`config.mk`:
```
export PLATFORM = sky130hd
export DESIGN_NAME = pwm_timebase_counter_flat
export DESIGN_NICKNAME = d
export VERILOG_FILES = /design/src/rtl/pwm_timebase_counter_if.sv /design/src/rtl/pwm_timebase_counter.sv /design/src/flat_wrapper.sv
export SDC_FILE = /design/constraint.sdc
export NUM_CORES = 1
export LEC_CHECK = 0
export ABC_AREA = 1
export CELL_PAD_IN_SITES_DETAIL_PLACEMENT = 2
export CELL_PAD_IN_SITES_GLOBAL_PLACEMENT = 2
export CORE_ASPECT_RATIO = 0.7
export CORE_MARGIN = 3
export CORE_UTILIZATION = 31
export CTS_BUF_LIST = sky130_fd_sc_hd__clkbuf_4 sky130_fd_sc_hd__clkbuf_8
export CTS_CLUSTER_DIAMETER = 60
export CTS_CLUSTER_SIZE = 8
export DETAILED_ROUTE_END_ITERATION = 10
export DONT_BUFFER_PORTS = 1
export GPL_TIMING_DRIVEN = 0
export PLACE_DENSITY = 0.87
export SYNTH_ARGS = -nofsm -noshare
export SYNTH_HDL_FRONTEND = slang
export SYNTH_SLANG_ARGS = --single-unit
```
`constraint.sdc`:
```
create_clock -name clk_psc_i -period 3.17 [get_ports clk_psc_i]
set_input_delay 0.4755 -clock clk_psc_i [delete_from_list [all_inputs] [get_ports clk_psc_i]]
set_output_delay 0.4755 -clock clk_psc_i [all_outputs]
set_load 0.005 [all_outputs]
```
`src/rtl/pwm_timebase_counter_if.sv`:
```
// Control and status bundle between the register file/prescaler (master) and
// the PWM time-base counter (slave).
interface pwm_timebase_counter_if #(
    parameter int CNT_WIDTH = 16
);
    logic                 cen_i;
    logic                 ck_cnt_i;
    logic [CNT_WIDTH-1:0] arr_preload_i;
    logic                 arpe_i;
    logic                 dir_i;
    logic [1:0]           cms_i;
    logic                 opm_i;
    logic                 udis_i;
    logic                 ug_i;
    logic                 uif_clr_i;
    logic [CNT_WIDTH-1:0] cnt_o;
    logic [CNT_WIDTH-1:0] arr_active_o;
    logic                 dir_o;
    logic                 update_event_o;
    logic                 uif_o;
    logic                 cen_clr_o;

    modport master (
        output cen_i, ck_cnt_i, arr_preload_i, arpe_i, dir_i, cms_i, opm_i,
               udis_i, ug_i, uif_clr_i,
        input  cnt_o, arr_active_o, dir_o, update_event_o, uif_o, cen_clr_o
    );

    modport slave (
        input  cen_i, ck_cnt_i, arr_preload_i, arpe_i, dir_i, cms_i, opm_i,
               udis_i, ug_i, uif_clr_i,
        output cnt_o, arr_active_o, dir_o, update_event_o, uif_o, cen_clr_o
    );
endinterface

```
`src/rtl/pwm_timebase_counter.sv`:
```
// PWM time-base counter: edge/center-aligned counting against an auto-reload
// value, update event generation, sticky update flag and one-pulse stop.
module pwm_timebase_counter #(
    parameter int CNT_WIDTH = 16
) (
    input logic                   clk_psc_i,
    input logic                   rst_i,
    pwm_timebase_counter_if.slave tmr
);
    localparam int W = CNT_WIDTH;
    localparam logic [W-1:0] CNT_ONE = {{(W-1){1'b0}}, 1'b1};

    logic [W-1:0] cnt_q, cnt_d;
    logic [W-1:0] shadow_q, shadow_d;
    logic         dir_q, dir_d;
    logic         uev_q, uev_d;
    logic         uif_q, uif_d;
    logic         cen_clr_q, cen_clr_d;
    logic         opm_stop_q, opm_stop_d;

    logic [W-1:0] arr_active;
    logic [W-1:0] next_arr;
    logic [W:0]   cnt_inc;
    logic         tick;
    logic         edge_mode;
    logic         down_mode;
    logic         wrap_evt;

    assign arr_active = tmr.arpe_i ? shadow_q : tmr.arr_preload_i;

    always_comb begin
        cnt_d      = cnt_q;
        dir_d      = dir_q;
        wrap_evt   = 1'b0;
        tick       = tmr.cen_i & tmr.ck_cnt_i & ~opm_stop_q;
        edge_mode  = (tmr.cms_i == 2'b00);
        down_mode  = edge_mode & dir_q;
        cnt_inc    = {1'b0, cnt_q} + {{W{1'b0}}, 1'b1};
        // The shadow only loads on an underflow edge when the event is not suppressed.
        next_arr   = tmr.udis_i ? arr_active : tmr.arr_preload_i;

        if (tmr.ug_i) begin
            if (down_mode) begin
                cnt_d = tmr.arr_preload_i;
            end else begin
                cnt_d = '0;
                dir_d = edge_mode ? tmr.dir_i : 1'b0;
            end
        end else if (tick) begin
            if (edge_mode) begin
                if (!dir_q) begin
                    if (cnt_q >= arr_active) begin
                        cnt_d    = '0;
                        wrap_evt = 1'b1;
                    end else begin
                        cnt_d = cnt_inc[W-1:0];
                    end
                end else begin
                    if (cnt_q == '0) begin
                        cnt_d    = next_arr;
                        wrap_evt = 1'b1;
                    end else begin
                        cnt_d = cnt_q - CNT_ONE;
                    end
                end
            end else if (arr_active == '0) begin
                cnt_d = '0;
            end else if (!dir_q) begin
                if (cnt_inc >= {1'b0, arr_active}) begin
                    cnt_d    = arr_active;
                    dir_d    = 1'b1;
                    wrap_evt = tmr.cms_i[1];
                end else begin
                    cnt_d = cnt_inc[W-1:0];
                end
            end else begin
                if (cnt_q <= CNT_ONE) begin
                    cnt_d    = '0;
                    dir_d    = 1'b0;
                    wrap_evt = tmr.cms_i[0];
                end else begin
                    cnt_d = cnt_q - CNT_ONE;
                end
            end
        end

        if (!tmr.cen_i) begin
            dir_d = edge_mode ? tmr.dir_i : 1'b0;
        end

        uev_d     = (tmr.ug_i | wrap_evt) & ~tmr.udis_i;
        cen_clr_d = wrap_evt & tmr.opm_i & ~tmr.udis_i;
        shadow_d  = (!tmr.cen_i || uev_d) ? tmr.arr_preload_i : shadow_q;
        uif_d     = uev_d ? 1'b1 : (tmr.uif_clr_i ? 1'b0 : uif_q);

        if (!tmr.cen_i) begin
            opm_stop_d = 1'b0;
        end else if (cen_clr_d) begin
            opm_stop_d = 1'b1;
        end else begin
            opm_stop_d = opm_stop_q;
        end
    end

    always_ff @(posedge clk_psc_i) begin
        if (rst_i) begin
            cnt_q      <= '0;
            shadow_q   <= '0;
            dir_q      <= 1'b0;
            uev_q      <= 1'b0;
            uif_q      <= 1'b0;
            cen_clr_q  <= 1'b0;
            opm_stop_q <= 1'b0;
        end else begin
            cnt_q      <= cnt_d;
            shadow_q   <= shadow_d;
            dir_q      <= dir_d;
            uev_q      <= uev_d;
            uif_q      <= uif_d;
            cen_clr_q  <= cen_clr_d;
            opm_stop_q <= opm_stop_d;
        end
    end

    assign tmr.cnt_o          = cnt_q;
    assign tmr.arr_active_o   = arr_active;
    assign tmr.dir_o          = dir_q;
    assign tmr.update_event_o = uev_q;
    assign tmr.uif_o          = uif_q;
    assign tmr.cen_clr_o      = cen_clr_q;
endmodule
```
`src/flat_wrapper.sv`:
```
// flat-port wrapper written by rule: the top's interface ports become plain ports
module pwm_timebase_counter_flat 
#(
    parameter int CNT_WIDTH = 16
)
  (clk_psc_i, rst_i, tmr_cen_i, tmr_ck_cnt_i, tmr_arr_preload_i, tmr_arpe_i, tmr_dir_i, tmr_cms_i, tmr_opm_i, tmr_udis_i, tmr_ug_i, tmr_uif_clr_i, tmr_cnt_o, tmr_arr_active_o, tmr_dir_o, tmr_update_event_o, tmr_uif_o, tmr_cen_clr_o);
  pwm_timebase_counter_if #(.CNT_WIDTH(CNT_WIDTH)) tmr_i ();
  input logic clk_psc_i;
  input logic rst_i;
  input wire logic [$bits(tmr_i.cen_i)-1:0] tmr_cen_i;
  input wire logic [$bits(tmr_i.ck_cnt_i)-1:0] tmr_ck_cnt_i;
  input wire logic [$bits(tmr_i.arr_preload_i)-1:0] tmr_arr_preload_i;
  input wire logic [$bits(tmr_i.arpe_i)-1:0] tmr_arpe_i;
  input wire logic [$bits(tmr_i.dir_i)-1:0] tmr_dir_i;
  input wire logic [$bits(tmr_i.cms_i)-1:0] tmr_cms_i;
  input wire logic [$bits(tmr_i.opm_i)-1:0] tmr_opm_i;
  input wire logic [$bits(tmr_i.udis_i)-1:0] tmr_udis_i;
  input wire logic [$bits(tmr_i.ug_i)-1:0] tmr_ug_i;
  input wire logic [$bits(tmr_i.uif_clr_i)-1:0] tmr_uif_clr_i;
  output wire logic [$bits(tmr_i.cnt_o)-1:0] tmr_cnt_o;
  output wire logic [$bits(tmr_i.arr_active_o)-1:0] tmr_arr_active_o;
  output wire logic [$bits(tmr_i.dir_o)-1:0] tmr_dir_o;
  output wire logic [$bits(tmr_i.update_event_o)-1:0] tmr_update_event_o;
  output wire logic [$bits(tmr_i.uif_o)-1:0] tmr_uif_o;
  output wire logic [$bits(tmr_i.cen_clr_o)-1:0] tmr_cen_clr_o;
  assign tmr_i.cen_i = tmr_cen_i;
  assign tmr_i.ck_cnt_i = tmr_ck_cnt_i;
  assign tmr_i.arr_preload_i = tmr_arr_preload_i;
  assign tmr_i.arpe_i = tmr_arpe_i;
  assign tmr_i.dir_i = tmr_dir_i;
  assign tmr_i.cms_i = tmr_cms_i;
  assign tmr_i.opm_i = tmr_opm_i;
  assign tmr_i.udis_i = tmr_udis_i;
  assign tmr_i.ug_i = tmr_ug_i;
  assign tmr_i.uif_clr_i = tmr_uif_clr_i;
  assign tmr_cnt_o = tmr_i.cnt_o;
  assign tmr_arr_active_o = tmr_i.arr_active_o;
  assign tmr_dir_o = tmr_i.dir_o;
  assign tmr_update_event_o = tmr_i.update_event_o;
  assign tmr_uif_o = tmr_i.uif_o;
  assign tmr_cen_clr_o = tmr_i.cen_clr_o;
  pwm_timebase_counter #(.CNT_WIDTH(CNT_WIDTH)) u_core (.clk_psc_i(clk_psc_i), .rst_i(rst_i), .tmr(tmr_i));
endmodule
```
==> After elaboration in Yosys (flattened, before gate mapping) <==
Cells that the tools add are included.
{ "classes": {"n_mux": 35, "order_cmp": 3, "n_bitwise": 10, "n_eq_ne": 4, "add_sub_neg": 2, "reduce_logical": 9} }
{ "op_table": {"columns": ["cell", "n"], "rows": [
  ["$mux 16", 13],
  ["$logic_not 16->1", 2],
  ["$mux 1", 22],
  ["$add 16x1->17 const B", 1],
  ["$ge 17x16->1", 1],
  ["$ge 16x16->1", 1],
  ["$le 16x1->1 const B", 1],
  ["$sub 16x1->16 const B", 1],
  ["$ne 3x3->1 const B", 3],
  ["$and 1x1->1", 6],
  ["$reduce_and 4->1", 1],
  ["$reduce_bool 2->1", 2],
  ["$ne 3x1->1 const B", 1],
  ["$not 1->1", 3],
  ["$logic_not 2->1", 1],
  ["$reduce_or 2->1", 1],
  ["$logic_not 1->1", 1],
  ["$logic_or 1x1->1", 1],
  ["$or 1x1->1", 1]
]} }
{ "word_totals": {"regBits": 37, "input_bits": 28, "word_cells": 70, "output_inout_bits": 36} }

==> Depth between registers and ports, before layout <==
{ "depth": {"depth_word": 11, "ltp_mapped": 28, "mapped_depth_nobuf": 26} }

==> Worst setup path before layout <==
Ideal clock, no wire load.
{ "synth_timing": {"path_kind": "flip-flop to flip-flop", "from": "register u_core.cnt_q[0], in the netlist u_core.tmr.cnt_o[0]", "to": "register u_core.cnt_q[2], in the netlist u_core.tmr.cnt_o[2]", "setup_slack_ns": 0.091, "required_ns": 3.096, "synth_period_minus_slack_ns": 3.079, "path_stages_with_launch": 23, "n_path_buf": 0, "setup_time_ns": 0.074, "t_arrival_ns": 3.005, "path_cell_list": "dfxtp_1 ha_1 nand2_1 nor2_1 nand3_2 nor3_1 xor2_1 ha_1 nand2_1 inv_1 nand2_1 nand2_1 nand2_1 nor2_1 nor2_1 nand3_2 inv_1 nand2_1 o22ai_1 nand2_1 nand3_1 nand2_1 a31oi_1"} }
{ "synth_between": {"elab_chain_cells": 8, "elab_cells_between_ends": 16, "classes_between": "2 x add/sub; 3 x order compare; 10 x mux; 1 x reduce/logical"} }
{ "synth_rtl": {"columns": ["item", "line", "source"], "rows": [
  ["start: declaration", "pwm_timebase_counter.sv:13", "logic [W-1:0] cnt_q, cnt_d;"],
  ["start signal: assignment", "pwm_timebase_counter.sv:115", "cnt_q <= cnt_d;"],
  ["$add 16x1->17", "pwm_timebase_counter.sv:38", "cnt_inc = {1'b0, cnt_q} + {{W{1'b0}}, 1'b1};"],
  ["$ge 17x16->1", "pwm_timebase_counter.sv:69", "if (cnt_inc >= {1'b0, arr_active}) begin"],
  ["$mux 16", "pwm_timebase_counter.sv:69", null],
  ["$mux 16", "pwm_timebase_counter.sv:68", "end else if (!dir_q) begin"],
  ["$mux 16", "pwm_timebase_counter.sv:66", "end else if (arr_active == '0) begin"],
  ["$mux 16 *", "pwm_timebase_counter.sv:50", "if (edge_mode) begin"],
  ["$mux 16 *", "pwm_timebase_counter.sv:49", "end else if (tick) begin"],
  ["$mux 16 *", "pwm_timebase_counter.sv:42", "if (tmr.ug_i) begin"]
]} }
Every way passes the cells marked *; elsewhere a longest branch is shown, timed or not. The select of a mux whose other input is x is not followed.
A chain may end at the register's enable or synchronous reset.

==> Worst setup path in the final report <==
{ "layout_timing": {"from": "register u_core.cnt_q[0], in the netlist u_core.tmr.cnt_o[0]", "to": "register u_core.cnt_q[15], in the netlist u_core.tmr.cnt_o[15]"} }
The elaborated chain is that of the path after synthesis.

==> flow_summary.yaml <==
route:
  drtPass1Iterations: 5
  wl_um: 28800
  ant_nets: 0
  via_per_inst: 6.38
  via_count: 6086
  drc: 0
  routedWlPerCell_um: 30.2
  drt_iter0_markers: 715
worst_setup_path:
  cp.required_ns: 3.40
  path_class: "reg2reg"
  r2r_slack_ns: -0.61
  rr_worst_depth: 24
  cp-endpoint: "u_core.tmr.cnt_o[15]"
  worstPathMaxFanout: 7
  crit_path_start: "u_core.tmr.cnt_o[0]"
  r2r-start: "u_core.tmr.cnt_o[0]"
  worstSetupStartpointType: "flop"
  r2r_end: "u_core.tmr.cnt_o[15]"
  endpoint_kind: "flop"
  crit_arrival_ns: 4.01
floorplanning:
  die-height_um: 104
  core_area_um2: 13300
  initial_core_util_pct: 32.1
  pin_count: 64
  dieArea_um2: 15300
  rows: 35
  die_w_um: 146
synth:
  synth.area.mux_share_pct: 0
  synthSimpleGateAreaFrac_pct: 33.8
  ys_types: 38
  synth_nets: 784
  async_reset_ff_share_pct: 0
  synthCells: 720
  yosysWarnings: 0
  synth_most_common_cell: "nand2_1"
  synth_xor_area_share_pct: 4.92
  syn_area_per_cell_um2: 5.94
  synthAdderAreaFrac_pct: 10.5
  yosysSeqAreaShare_pct: 17.3
  synthTopCellsByCount: "163 x nand2_1, 93 x inv_1, 71 x o21ai_0"
  synth_area_leader_cell: "dfxtp_1"
  yosys.area.top_type_share_pct: 17.3
  synthFlopType: "dfxtp_1"
  syn_area_um2: 4280
  synth_area_leaders: "dfxtp_1 17%, nand2_1 14%, ha_1 11%"
  synth_compound_area_share_pct: 20.7
  synth_top_family_by_area: "simple AND/OR/NAND/NOR gates"
  synth-edff-count: 0
  ys_ff_latch: 37
finish:
  fillers: 1589
  drive_gt1_share_pct: 26.1
  stdcell_count: 954
  fin_nets: 832
  area_delta_synth_final_pct: 34.8
  n_antenna_cell: 0
power:
  p_seq_share_pct: 24.0
  clkPwrFrac_pct: 23.3
  ir_drop_uv: 170
  swShare_pct: 48.9
  combPwrFrac_pct: 52.6
  netSwitchingPower_mw: 1.17
  internal_power_mw: 1.22
  power.density_nw_per_um2: 414
  power_leakage_nw: 2.67
timing:
  finalCritPeriodShare_pct: 119
  skew_ns: 0.0160
  worstMarginPinSlew_ns: 1.51
  max_freq_ghz: 0.264
  rsz0062_at_grt: "yes"
  finalCriticalPeriod_ns: 3.78
  setup_tns_ns: -18.90
  finalHoldViolations: 0
  timing.final.ws_setup_ns: -0.613
  slew_violations: 7
  finalSetupViolations: 37
  maxSlewHeadroom_pct: -1.46
status:
  violations: "capacitance limit, slew limit, setup timing"
  status: "finished with violations"
global_route:
  grt_pass1_vias: 6271
  overflow: 0
  grt_start_max_net_pins: 13
  antenna_found_initial: 0
  grt_pass1_wl_um: 38100
  grt_use_total_pct: 32.2
clock_network:
  cts.sinks: 37
  cts_tree: "done"
  clock_path_buffers: 2
  hold_buffers: 0
  clockRootBuffer: "clkbuf_8"
  htree_levels: 2
  cts_inserted_buffers: 5
  clk_latency_ns: 0.35
  clk_pin_slew_ns: 0.10
placement:
  dp_cells: 905
  place.gp.congestion: 0.921
  dp_hpwl_um: 16900
  io_buffers: 0
hold_path:
  worstHoldPathType: "in2reg"
flow_run:
  drv_cap: 1
## power groups by stage
| stage | registers [mW] | clock network [mW] | logic [mW] |
|---|---|---|---|
| after floorplan | 0.546 | 0 | 0.572 |
| after global placement | 0.568 | 0 | 0.767 |
| after detailed placement | 0.571 | 0 | 0.826 |
| after CTS | 0.566 | 0.523 | 0.956 |
| after global routing | 0.577 | 0.566 | 1.31 |
| final | 0.573 | 0.557 | 1.26 |
## cell usage in the layout (no fill, tap or decap), drive strengths merged
cell type and instances:
a32oi 2, ha 36, bufinv 2, a21o 1, dfxtp 37, clkinvlp 2, xnor2 1, clkinv 5
a22oi 1, clkbuf 21, xor2 23, a31oi 9, or2 2, nand4 21, a21oi 47, o2111ai 2
inv 94, o21ai 73, nor4 3, nor2b 1, o211ai 8, nand2 167, nor2 74, buf 56
o22ai 14, nor3 11, nand3 52, o21a 4
## state kept, by name, summed over array words and instances, names as in the netlist
signal / count
u_core.tmr.update_event_o: 1
u_core.opm_stop_q: 1
u_core.tmr.cnt_o: 16
u_core.tmr.dir_o: 1
u_core.tmr.uif_o: 1
u_core.tmr.cen_clr_o: 1
u_core.shadow_q: 16
## stage by stage
stage	hold WS (ns)	setup slack (ns)	util [%]	total power, mW	cell area (µm²)
global route	0.187	-0.689	43.3	2.46	5760
finish	0.184	-0.613	43.3	2.39	5760
global placement	0.448	-1.06	33.9	1.33	4510
CTS	0.222	-0.229	39.3	2.04	5230
floorplan	0.432	0.0905	-	1.12	4280
detailed placement	0.454	-1.34	33.9	1.40	4510
## routing by layer
metal | share of wire (%) | wire (µm) | GRT usage, %
met1 | 39 | 11300 | 41.7
met2 | 45 | 13000 | 53.4
met3 | 9.6 | 2770 | 7.01
met4 | 6.2 | 1770 | 10.5
met5 | 0 | 0 | 0
## critical path, stage by stage, from the launching register on
cell and delay [ns]:
dfxtp_4 0.48, ha_4 0.18, nand2_4 0.06, nor2_4 0.18
nand3_4 0.13, buf_4 0.18, xor2_4 0.18, ha_4 0.31
nand2_2 0.09, nor2_4 0.14, nand2_1 0.07, nor2_2 0.15
nand2_1 0.08, nand2_1 0.10, nor2_2 0.06, nand3_2 0.09
buf_6 0.14, clkinvlp_4 0.10, buf_4 0.15, buf_6 0.12
buf_4 0.13, nand4_1 0.08, nand4_1 0.16, a21oi_2 0.21
nor2_2 0.08
## cell families after synthesis
logic type      Yosys count
compound gates          161
xor+xnor                 24
fa+ha+maj                36
buf+inv                 131
flops                    37
simple gates            331
## worst min-delay path by stage
stage | start | to | slack [ns] | cells after the start
2_1_floorplan | u_core.opm_stop_q | u_core.opm_stop_q | 0.43 | 2
3_3_place_gp | u_core.opm_stop_q | u_core.opm_stop_q | 0.45 | 2
3_5_place_dp | u_core.opm_stop_q | u_core.opm_stop_q | 0.45 | 2
4_1_cts | rst_i | u_core.tmr.cen_clr_o | 0.22 | 1
5_1_grt | rst_i | u_core.tmr.uif_o | 0.19 | 1
6_report | rst_i | u_core.tmr.update_event_o | 0.18 | 1
## final cells by class
| class | count | area [µm²] | share of cell area, % |
|---|---|---|---|
| Buffer | 31 | 204 | 3.54 |
| Clock buffer | 5 | 68.8 | 1.19 |
| Clock inverter | 3 | 65.1 | 1.13 |
| Inverter | 100 | 385 | 6.69 |
| Multi-Input combinational cell | 552 | 3640 | 63.2 |
| Sequential cell | 37 | 778 | 13.5 |
| Tap cell | 185 | 231 | 4.02 |
| Timing Repair Buffer | 41 | 388 | 6.73 |
## what timing repair did
action | CTS | global route
setup buffers | 25 | 14
pin swaps | 24 | 50
setup endpoints to repair | 37 | 37
cloned | 2 | 1
gates resized for setup | 104 | 97
No activity file was read; power rests on OpenSTA's default activity.
